--- src/rtl/clk_div_pkg.sv ---
// ============================================================================
// clk_div_pkg : shared types and defaults for the divided-clock controller
// Rev 1.0
// ============================================================================
`default_nettype none

package clk_div_pkg;

    localparam int unsigned CNT_W_DEF        = 32;
    localparam int unsigned DEFAULT_HALF_DEF = 5;

    typedef enum logic [1:0] {
        ST_IDLE  = 2'd0,
        ST_RUN   = 2'd1,
        ST_DRAIN = 2'd2
    } state_e;

endpackage

`default_nettype wire

--- src/rtl/clk_div_cfg_slot.sv ---
// ============================================================================
// clk_div_cfg_slot : one-entry pending-ratio register with zero rejection
// Rev 1.0
// ============================================================================
`default_nettype none

module clk_div_cfg_slot
    import clk_div_pkg::*;
#(
    parameter int unsigned CNT_W = CNT_W_DEF
) (
    input  logic             clk,
    input  logic             rst,
    input  logic             cfg_valid,
    input  logic [CNT_W-1:0] cfg_half,
    input  logic             consume,
    output logic             cfg_ready,
    output logic             cfg_err,
    output logic             pend_valid,
    output logic [CNT_W-1:0] pend_half
);

    logic             full_q, full_d;
    logic [CNT_W-1:0] data_q, data_d;
    logic             err_q, err_d;
    logic             w_handshake;

    assign w_handshake = cfg_valid && !full_q;

    // Handshake needs an empty slot and consume needs a full one, so the two
    // never coincide: a ratio accepted on an apply cycle waits for the next.
    always_comb begin
        full_d = full_q;
        data_d = data_q;
        err_d  = 1'b0;
        if (consume) begin
            full_d = 1'b0;
        end else if (w_handshake) begin
            if (cfg_half == '0) begin
                err_d = 1'b1;
            end else begin
                full_d = 1'b1;
                data_d = cfg_half;
            end
        end
    end

    always_ff @(posedge clk or posedge rst) begin
        if (rst) begin
            full_q <= 1'b0;
            data_q <= '0;
            err_q  <= 1'b0;
        end else begin
            full_q <= full_d;
            data_q <= data_d;
            err_q  <= err_d;
        end
    end

    assign cfg_ready  = !full_q;
    assign cfg_err    = err_q;
    assign pend_valid = full_q;
    assign pend_half  = data_q;

endmodule

`default_nettype wire

--- src/rtl/clk_div_ctrl.sv ---
// ============================================================================
// clk_div_ctrl : run-time divided-clock generator with glitch-free start/stop
// Rev 1.0
// ============================================================================
`default_nettype none

module clk_div_ctrl
    import clk_div_pkg::*;
#(
    parameter int unsigned CNT_W        = CNT_W_DEF,
    parameter int unsigned DEFAULT_HALF = DEFAULT_HALF_DEF
) (
    input  logic             clk,
    input  logic             rst,
    input  logic             en,
    input  logic             cfg_valid,
    input  logic [CNT_W-1:0] cfg_half,
    output logic             cfg_ready,
    output logic             cfg_err,
    output logic             div_clk,
    output logic             rise_tick,
    output logic             fall_tick,
    output logic             active
);

    state_e           state_q, state_d;
    logic [CNT_W-1:0] cnt_q, cnt_d;
    logic [CNT_W-1:0] half_q, half_d;
    logic             div_clk_q, div_clk_d;
    logic             rise_q, rise_d;
    logic             fall_q, fall_d;
    logic             apply;
    logic             pend_valid;
    logic [CNT_W-1:0] pend_half;
    logic             w_term;

    clk_div_cfg_slot #(
        .CNT_W (CNT_W)
    ) u_slot (
        .clk        (clk),
        .rst        (rst),
        .cfg_valid  (cfg_valid),
        .cfg_half   (cfg_half),
        .consume    (apply),
        .cfg_ready  (cfg_ready),
        .cfg_err    (cfg_err),
        .pend_valid (pend_valid),
        .pend_half  (pend_half)
    );

    assign w_term = (cnt_q == (half_q - CNT_W'(1)));

    always_ff @(posedge clk or posedge rst) begin
        if (rst) begin
            state_q   <= ST_IDLE;
            cnt_q     <= '0;
            half_q    <= CNT_W'(DEFAULT_HALF);
            div_clk_q <= 1'b0;
            rise_q    <= 1'b0;
            fall_q    <= 1'b0;
        end else begin
            state_q   <= state_d;
            cnt_q     <= cnt_d;
            half_q    <= half_d;
            div_clk_q <= div_clk_d;
            rise_q    <= rise_d;
            fall_q    <= fall_d;
        end
    end

    always_comb begin
        state_d = state_q;
        case (state_q)
            ST_IDLE:  if (en) state_d = ST_RUN;
            ST_RUN:   if (!en) state_d = ST_DRAIN;
            ST_DRAIN: begin
                if (en) begin
                    state_d = ST_RUN;
                end else if (w_term && !div_clk_q) begin
                    state_d = ST_IDLE;
                end
            end
            default:  state_d = ST_IDLE;
        endcase
    end

    // Counter, ratio update and registered clock/tick levels.
    always_comb begin
        cnt_d     = cnt_q;
        half_d    = half_q;
        div_clk_d = div_clk_q;
        rise_d    = 1'b0;
        fall_d    = 1'b0;
        apply     = 1'b0;
        case (state_q)
            ST_IDLE: begin
                cnt_d     = '0;
                div_clk_d = 1'b0;
                if (pend_valid) begin
                    apply  = 1'b1;
                    half_d = pend_half;
                end
                if (en) begin
                    div_clk_d = 1'b1;
                    rise_d    = 1'b1;
                end
            end
            ST_RUN, ST_DRAIN: begin
                if (w_term) begin
                    cnt_d = '0;
                    if (div_clk_q) begin
                        div_clk_d = 1'b0;
                        fall_d    = 1'b1;
                    end else if ((state_q == ST_RUN) || en) begin
                        // A draining generator with en low swallows this rise.
                        div_clk_d = 1'b1;
                        rise_d    = 1'b1;
                        if (pend_valid) begin
                            apply  = 1'b1;
                            half_d = pend_half;
                        end
                    end
                end else begin
                    cnt_d = cnt_q + CNT_W'(1);
                end
            end
            default: begin
                cnt_d     = '0;
                div_clk_d = 1'b0;
            end
        endcase
    end

    always_comb begin
        div_clk   = div_clk_q;
        rise_tick = rise_q;
        fall_tick = fall_q;
        active    = (state_q != ST_IDLE);
    end

endmodule

`default_nettype wire

--- config.mk ---
export PLATFORM = sky130hd
export DESIGN_NAME = clk_div_ctrl
export DESIGN_NICKNAME = d
export VERILOG_FILES = /design/src/rtl/clk_div_pkg.sv /design/src/rtl/clk_div_cfg_slot.sv /design/src/rtl/clk_div_ctrl.sv
export SDC_FILE = /design/constraint.sdc
export NUM_CORES = 1
export LEC_CHECK = 0
export ABC_AREA = 1
export CORE_ASPECT_RATIO = 0.9
export CORE_MARGIN = 5
export CORE_UTILIZATION = 50
export DETAILED_ROUTE_END_ITERATION = 12
export PLACE_DENSITY = 0.81
export SLEW_MARGIN = 5
export SYNTH_ARGS = -nofsm -noshare
export SYNTH_HDL_FRONTEND = slang
export SYNTH_SLANG_ARGS = --single-unit
--- constraint.sdc ---
create_clock -name clk -period 4.11 [get_ports clk]
set_clock_uncertainty 0.2 [all_clocks]
set_input_delay 0.822 -clock clk [delete_from_list [all_inputs] [get_ports clk]]
set_output_delay 0.822 -clock clk [all_outputs]
set_load 0.1 [all_outputs]
==> results.txt, run 1 <==
Status: finished clean
Clock root buffer: clkbuf_16
# fillers: 1,187
WP data arrival: 3.63 ns
DIE WIDTH: 129.0 um
Leakage: 3.594 nW
Peak fanout along the critical path: 33
Initial DRC Count: 414
CTS Hold Bufs: 0
Hold violation total from the final report: 0
Nets: 976
#FFs+latches synth: 103
Fin crit period: 3.581 ns
Clock sinks: 103
Gate Count Post-Synth: 898
Post-CTS Setup Bufs: 0
Die H: 117.1 um
CTS tree: done
Crit. End Element: register
Vias in the first global route: 5,388
GR Overflow Total: 0
DRC viols: 0
Worst Tran Pin Value: 0.9753 ns
Vias per cell: 5.131
Antenna violations before repair: 0
Cell Pwr Density: 684.1 mW/mm^2
Die area: 0.01510 sq mm
Worst vdd ir: 0.0003947 V
Setup Viol. Count Final: 0
Ant. Diodes: 0
Final non-filler cell total: 1,103
Setup TNS Final: 0 ns
Startpoint Class: register
Distinct cell type count after synthesis: 39
Crit path kind: reg -> reg
Synth warnings: 0
Tot Pwr: 4.942 mW
Worst hold start: half_q[0]
Worst slew margin: 0.3478
Row cnt: 39
DP Cell Count: 1,087
Cell taking the most area after synthesis: dfrtp_1
Design area: 0.007224 sq mm
DP HPWL: 11,760 um
Via count: 5,659
CTS clk-pin slew, worst paths: 0.07 ns
Syn avg cell area: 7.093 sq um
Largest net degree at the start of global routing: 58
Most used DFF post-synth: dfrtp_1
Reg2Reg Depth: 15
# port buffers: 41
Mapped Area: 0.006370 sq mm
Final slew viol count: 0
Worst r2r src: half_q[0]
RSZ-0062 raised after global routing: no
Fmax: 279.3 MHz
Max-Cap Viols: 0
Post-route clock period utilization: 0.8712
ANT nets after route: 0
Core Box Area: 0.01259 sq mm
CP Launch Point: half_q[0]
Num CTS Buffers: 9
Post-synth EDFFs: 0
PostCTS Resize Cnt: 0
Clock latency on the worst-skew pair: 0.36 ns
Top-area cell type share of the netlist area: 0.3968
HP Class: reg -> reg
CTS H-tree depth: 3
Synth area leaders: dfrtp_1, nand2_1, nor2_1
Final Wtd Congestion: 0.9399
Share of cells above drive strength 1: 0.05751
Worst hold path depth: 2
Gr usage total: 0.2179
Detailed Routing Iterations Pass 1: 4
Post-synthesis sequential area ratio: 0.4050
Avg WL per Cell: 13.76 um
First-pass GRT wire length: 25,990 um
Starting density of the core: 0.5060
Clock buffer depth: 2
Ys async rst share: 1.000
Placed Area: 0.006914 sq mm
Worst EP required: 4.16 ns
Syn_nets: 940
# IOs: 42
Layout Area Growth over Synthesis: 13.42%
WL final: 15,180 um
[flip-flops by register name, summed over array words and instances (netlist names)]
signal / count
div_clk: 1
rise_tick: 1
u_slot.pend_half: 32
fall_tick: 1
state_q: 2
u_slot.cfg_err: 1
half_q: 32
cnt_q: 32
u_slot.pend_valid: 1
[cell usage after synthesis (5+ instances only)]
library cell and number:
nand3b_1 7, nor3_1 16, xnor2_1 18, xor2_1 35, buf_4 5, dfrtp_1 101
o21ai_0 31, nor2_2 7, ha_1 6, mux2_2 9, inv_1 111, nor2_1 131
nand3_1 73, nand4_1 24, a21oi_1 9, clkbuf_1 9, nand2_1 268
[final cells by class]
type / count / area, sq um / area share
multi-input combinational: 661 / 3247 / 0.4494
timing repair buffer: 46 / 455.4 / 0.06304
sequential: 103 / 2580 / 0.3571
tap: 164 / 205.2 / 0.02840
inverter: 113 / 426.7 / 0.05906
clock inverter: 7 / 85.08 / 0.01178
clock buffer: 9 / 225.2 / 0.03117
[where the power goes]
| group | internal, mW | leakage [nW] | switching, mW |
|---|---|---|---|
| clock network | 0.438 | 0.147 | 0.440 |
| logic | 0.777 | 2.12 | 1.62 |
| registers | 1.34 | 1.33 | 0.322 |
[stage by stage]
stage	hold WS (ns)	setup slack, ns	utilization
global placement	0.2634	0.7089	0.5492
finish	0.2782	0.5294	0.5738
floorplan	0.2493	0.3875	-
CTS	0.2809	0.5401	0.5738
detailed placement	0.2691	0.5822	0.5492
global route	0.3003	0.1085	0.5738
[cells in the final DEF, fill, tap and decap left out, types with 4 or more instances in the layout]
cell type,n
dfrtp_1,101
mux2_2,9
nor3_1,16
nand2_1,268
xor2_1,35
a21oi_1,9
nor4_1,4
nor2_1,131
o21ai_0,31
nand4_1,24
inv_1,110
nand3_1,72
xnor2_1,18
clkdlybuf4s50_1,39
ha_1,6
clkbuf_16,9
nand3b_1,7
nor2_2,7
buf_4,6
[worst max-delay path, stage by stage, from the launching register on]
cell and delay (ns):
dfstp_2 0.38, inv_1 0.09, ha_1 0.23, nand2_2 0.13, nor2_4 0.34, nand2_1 0.26
o21ai_1 0.23, nand2_1 0.10, nor2_1 0.11, nand3b_1 0.11, nor2_2 0.15, nand3_2 0.18
o21ai_4 0.34, nand2_4 0.37, nand2_1 0.17, nand2_1 0.06
[routing by layer]
| layer | up-vias | share of wire | GRT usage |
|---|---|---|---|
| met5 | - | 0 | 0 |
| met4 | 0 | 0.017 | 0.07138 |
| met3 | 18 | 0.062 | 0.02995 |
| met2 | 169 | 0.43 | 0.3332 |
| met1 | 2568 | 0.49 | 0.3214 |
| li1 | 2904 | - | - |
[final timing paths]
kind                                        end  slack [ns]
min                                   half_q[0]        0.28
min reg2reg                           half_q[0]        0.28
max in group asynchronous             cnt_q[10]        2.33
max reg2reg                          half_q[24]        0.53
min in group asynchronous  u_slot.pend_half[22]        0.71
max                                  half_q[24]        0.53
[cells by family after synthesis]
kind of cell / Yosys count / share of synthesized area
buffers and inverters: 134 / 0.08603
DFF: 103 / 0.4050
AOI/OAI and AO/OA: 52 / 0.04636
muxes: 9 / 0.01591
xor gates and xnor gates: 53 / 0.07287
adders and majority gates: 6 / 0.01179
and+or+nand+nor: 541 / 0.3620
No activity file was read; power rests on OpenSTA's default activity.
==> run 2, diff against run 1 <==
CAP_MARGIN = 20   (was unset)
CORE_MARGIN = 8   (was 5)
==> results.txt, run 2 (same netlist as run 1, synthesis figures left out) <==
Status: finished clean (unchanged)
Avg WL per Cell: 13.60 um (was 13.76 um)
Setup TNS Final: 0 ns (unchanged)
Crit-path cells: inv_1 > ha_1 > nand2_2 > nor2_4 > nand2_2 > nor2_1 > nand3_1 > nand2_1 > inv_2 > nor2_1 > nand2_1 > nor2_2 > nand3_2 > o21ai_4 > nand2_4 > nand2_1 > nand2_1 (was inv_1 > ha_1 > nand2_2 > nor2_4 > nand2_1 > o21ai_1 > nand2_1 > nor2_1 > nand3b_1 > nor2_2 > nand3_2 > o21ai_4 > nand2_4 > nand2_1 > nand2_1)
Num CTS Buffers: 9 (unchanged)
Tot Pwr: 4.918 mW (was 4.942 mW)
DP HPWL: 11,710 um (was 11,760 um)
Psw: 2.356 mW (was 2.383 mW)
Peak fanout along the critical path: 33 (unchanged)
Detailed Routing Iterations Pass 1: 7 (was 4)
# port buffers: 41 (unchanged)
Die area: 0.01661 sq mm (was 0.01510 sq mm)
Switching share of power: 0.4790 (was 0.4822)
HP Class: reg -> reg (unchanged)
Hold violation total from the final report: 0 (unchanged)
CP max stage delay: 0.38 ns (about the same)
Core Box Area: 0.01259 sq mm (unchanged)
Clock sinks: 103 (unchanged)
Setup Viol. Count Final: 0 (unchanged)
Post-route clock period utilization: 0.8589 (was 0.8712)
# IOs: 42 (unchanged)
Fmax: 283.3 MHz (was 279.3 MHz)
Final non-filler cell total: 1,102 (was 1,103)
Clock latency on the worst-skew pair: 0.35 ns (was 0.36 ns)
Fin crit period: 3.530 ns (was 3.581 ns)
ANT nets after route: 0 (unchanged)
DRC viols: 0 (unchanged)
Worst hold start: half_q[0] (unchanged)
Final slew viol count: 0 (unchanged)
Layout Area Growth over Synthesis: 13.28% (was 13.42%)
CTS Hold Bufs: 0 (unchanged)
Share of total power in sequential cells: 0.338 (was 0.337)
First-pass GRT wire length: 26,380 um (was 25,990 um)
Int Pwr: 2.562 mW (was 2.559 mW)
Largest net degree at the start of global routing: 60 (was 58)
Via count: 5,688 (was 5,659)
Clock power frac: 0.172 (was 0.178)
Setup WS pre-CTS: 0.6285 ns (was 0.5822 ns)
CTS H-tree depth: 3 (unchanged)
RSZ-0062 raised after global routing: no (unchanged)
Worst setup margin: 0.5799 ns (was 0.5294 ns)
Nets: 975 (was 976)
Reg2Reg Depth: 17 (was 15)
Cell Pwr Density: 681.5 mW/mm^2 (was 684.1 mW/mm^2)
Most frequent cells in the layout: nand2_1, nor2_1, inv_1, dfrtp_1, nand3_1 (unchanged)
R2R Setup Slk: 0.58 ns (was 0.53 ns)
Gr usage total: 0.1950 (was 0.2179)
WL final: 14,990 um (was 15,180 um)
Commonest non-fill, non-tap cell in the layout: nand2_1 (unchanged)
Share of cells above drive strength 1: 0.05650 (was 0.05751)
CTS tree: done (unchanged)
Crit path kind: reg -> reg (unchanged)
Crit path top cell by count: nand2_1 (unchanged)
Worst Tran Pin Value: 0.9686 ns (was 0.9753 ns)
WP data arrival: 3.57 ns (was 3.63 ns)
Final Wtd Congestion: 0.9449 (was 0.9399)
Die H: 123.1 um (was 117.1 um)
Worst hold path depth: 2 (unchanged)
Post-layout util: 0.5731 (was 0.5738)
Slowest stage cell on the critical path: dfstp_2 (unchanged)
Startpoint Class: register (unchanged)
CTS clk-pin slew, worst paths: 0.08 ns (was 0.07 ns)
End of the worst hold path: half_q[0] (unchanged)
Worst EP required: 4.15 ns (was 4.16 ns)
Gate power share: 0.489 (was 0.485)
Post-CTS Setup Bufs: 0 (unchanged)
WP buf/inv: 2 (was 1)
Worst vdd ir: 0.0004833 V (was 0.0003947 V)
PostCTS Resize Cnt: 0 (unchanged)
CP Launch Point: half_q[0] (unchanged)
Vias in the first global route: 5,585 (was 5,388)
FF-to-FF End: half_q[27] (was half_q[24])
Max-Cap Viols: 0 (unchanged)
Starting density of the core: 0.5060 (unchanged)
Clock root buffer: clkbuf_16 (unchanged)
Stages on worst setup path: 17 (was 15)
Initial DRC Count: 347 (was 414)
Worst slew margin: 0.3522 (was 0.3478)
Ant. Diodes: 0 (unchanged)
Leakage: 3.590 nW (was 3.594 nW)
DP Cell Count: 1,086 (was 1,087)
Row cnt: 39 (unchanged)
DIE WIDTH: 135.0 um (was 129.0 um)
GR Overflow Total: 0 (unchanged)
Crit-path leading delay family: simple AND/OR/NAND/NOR gates (unchanged)
Clock buffer depth: 2 (unchanged)
Worst r2r src: half_q[0] (unchanged)
Antenna violations before repair: 0 (unchanged)
Vias per cell: 5.162 (was 5.131)
Crit. End Element: register (unchanged)
run 2: routing by layer:
layer | up-vias | track usage | wire, um
met4 | 0 | 0.05544 | 241
met2 | 185 | 0.2936 | 6374
met1 | 2581 | 0.2770 | 7443
met5 | - | 0 | 0
met3 | 20 | 0.04305 | 927
li1 | 2902 | - | -
run 2: stage by stage:
stage	hold WS, ns	instance area (sq um)
after global routing	0.2984	7216
after CTS	0.2815	7216
after detailed placement	0.2701	6919
after global placement	0.2645	6919
final	0.2796	7216
after floorplan	0.2493	6370
run 2: worst max-delay path by stage:
stage,endpoint
after detailed placement,half_q[18]
after floorplan,cnt_q[0]
after global placement,half_q[3]
after global routing,half_q[27]
after CTS,half_q[18]
final,half_q[27]
run 2: worst reg2reg max path, cell delays in order, from the launching register on:
cell and delay, ns:
dfstp_2 0.38, inv_1 0.09, ha_1 0.21, nand2_2 0.13, nor2_4 0.34, nand2_2 0.17
nor2_1 0.16, nand3_1 0.09, nand2_1 0.13, inv_2 0.06, nor2_1 0.10, nand2_1 0.08
nor2_2 0.16, nand3_2 0.17, o21ai_4 0.33, nand2_4 0.37, nand2_1 0.19, nand2_1 0.06
run 2: power by group through the flow:
stage,clock [mW],sequential (mW),combinational (mW)
2_1_floorplan,0,1.63,1.87
5_1_grt,0.902,1.70,2.75
3_3_place_gp,0,1.66,2.33
3_5_place_dp,0,1.67,2.39
6_report,0.846,1.66,2.41
4_1_cts,0.863,1.65,2.40
run 2: cell type report:
class,count,area (sq um)
clock buffer,9,225.2
sequential,103,2580
tap,164,205.2
clock inverter,7,71.32
multi-input combinational,661,3247
timing repair buffer,45,460.4
inverter,113,426.7
fill,1208,5374
==> run 3, diff against run 2 <==
CAP_MARGIN = unset   (was 20)
==> results of run 3 <==
The final DEF is identical to that of run 2; final timing and power are the same.
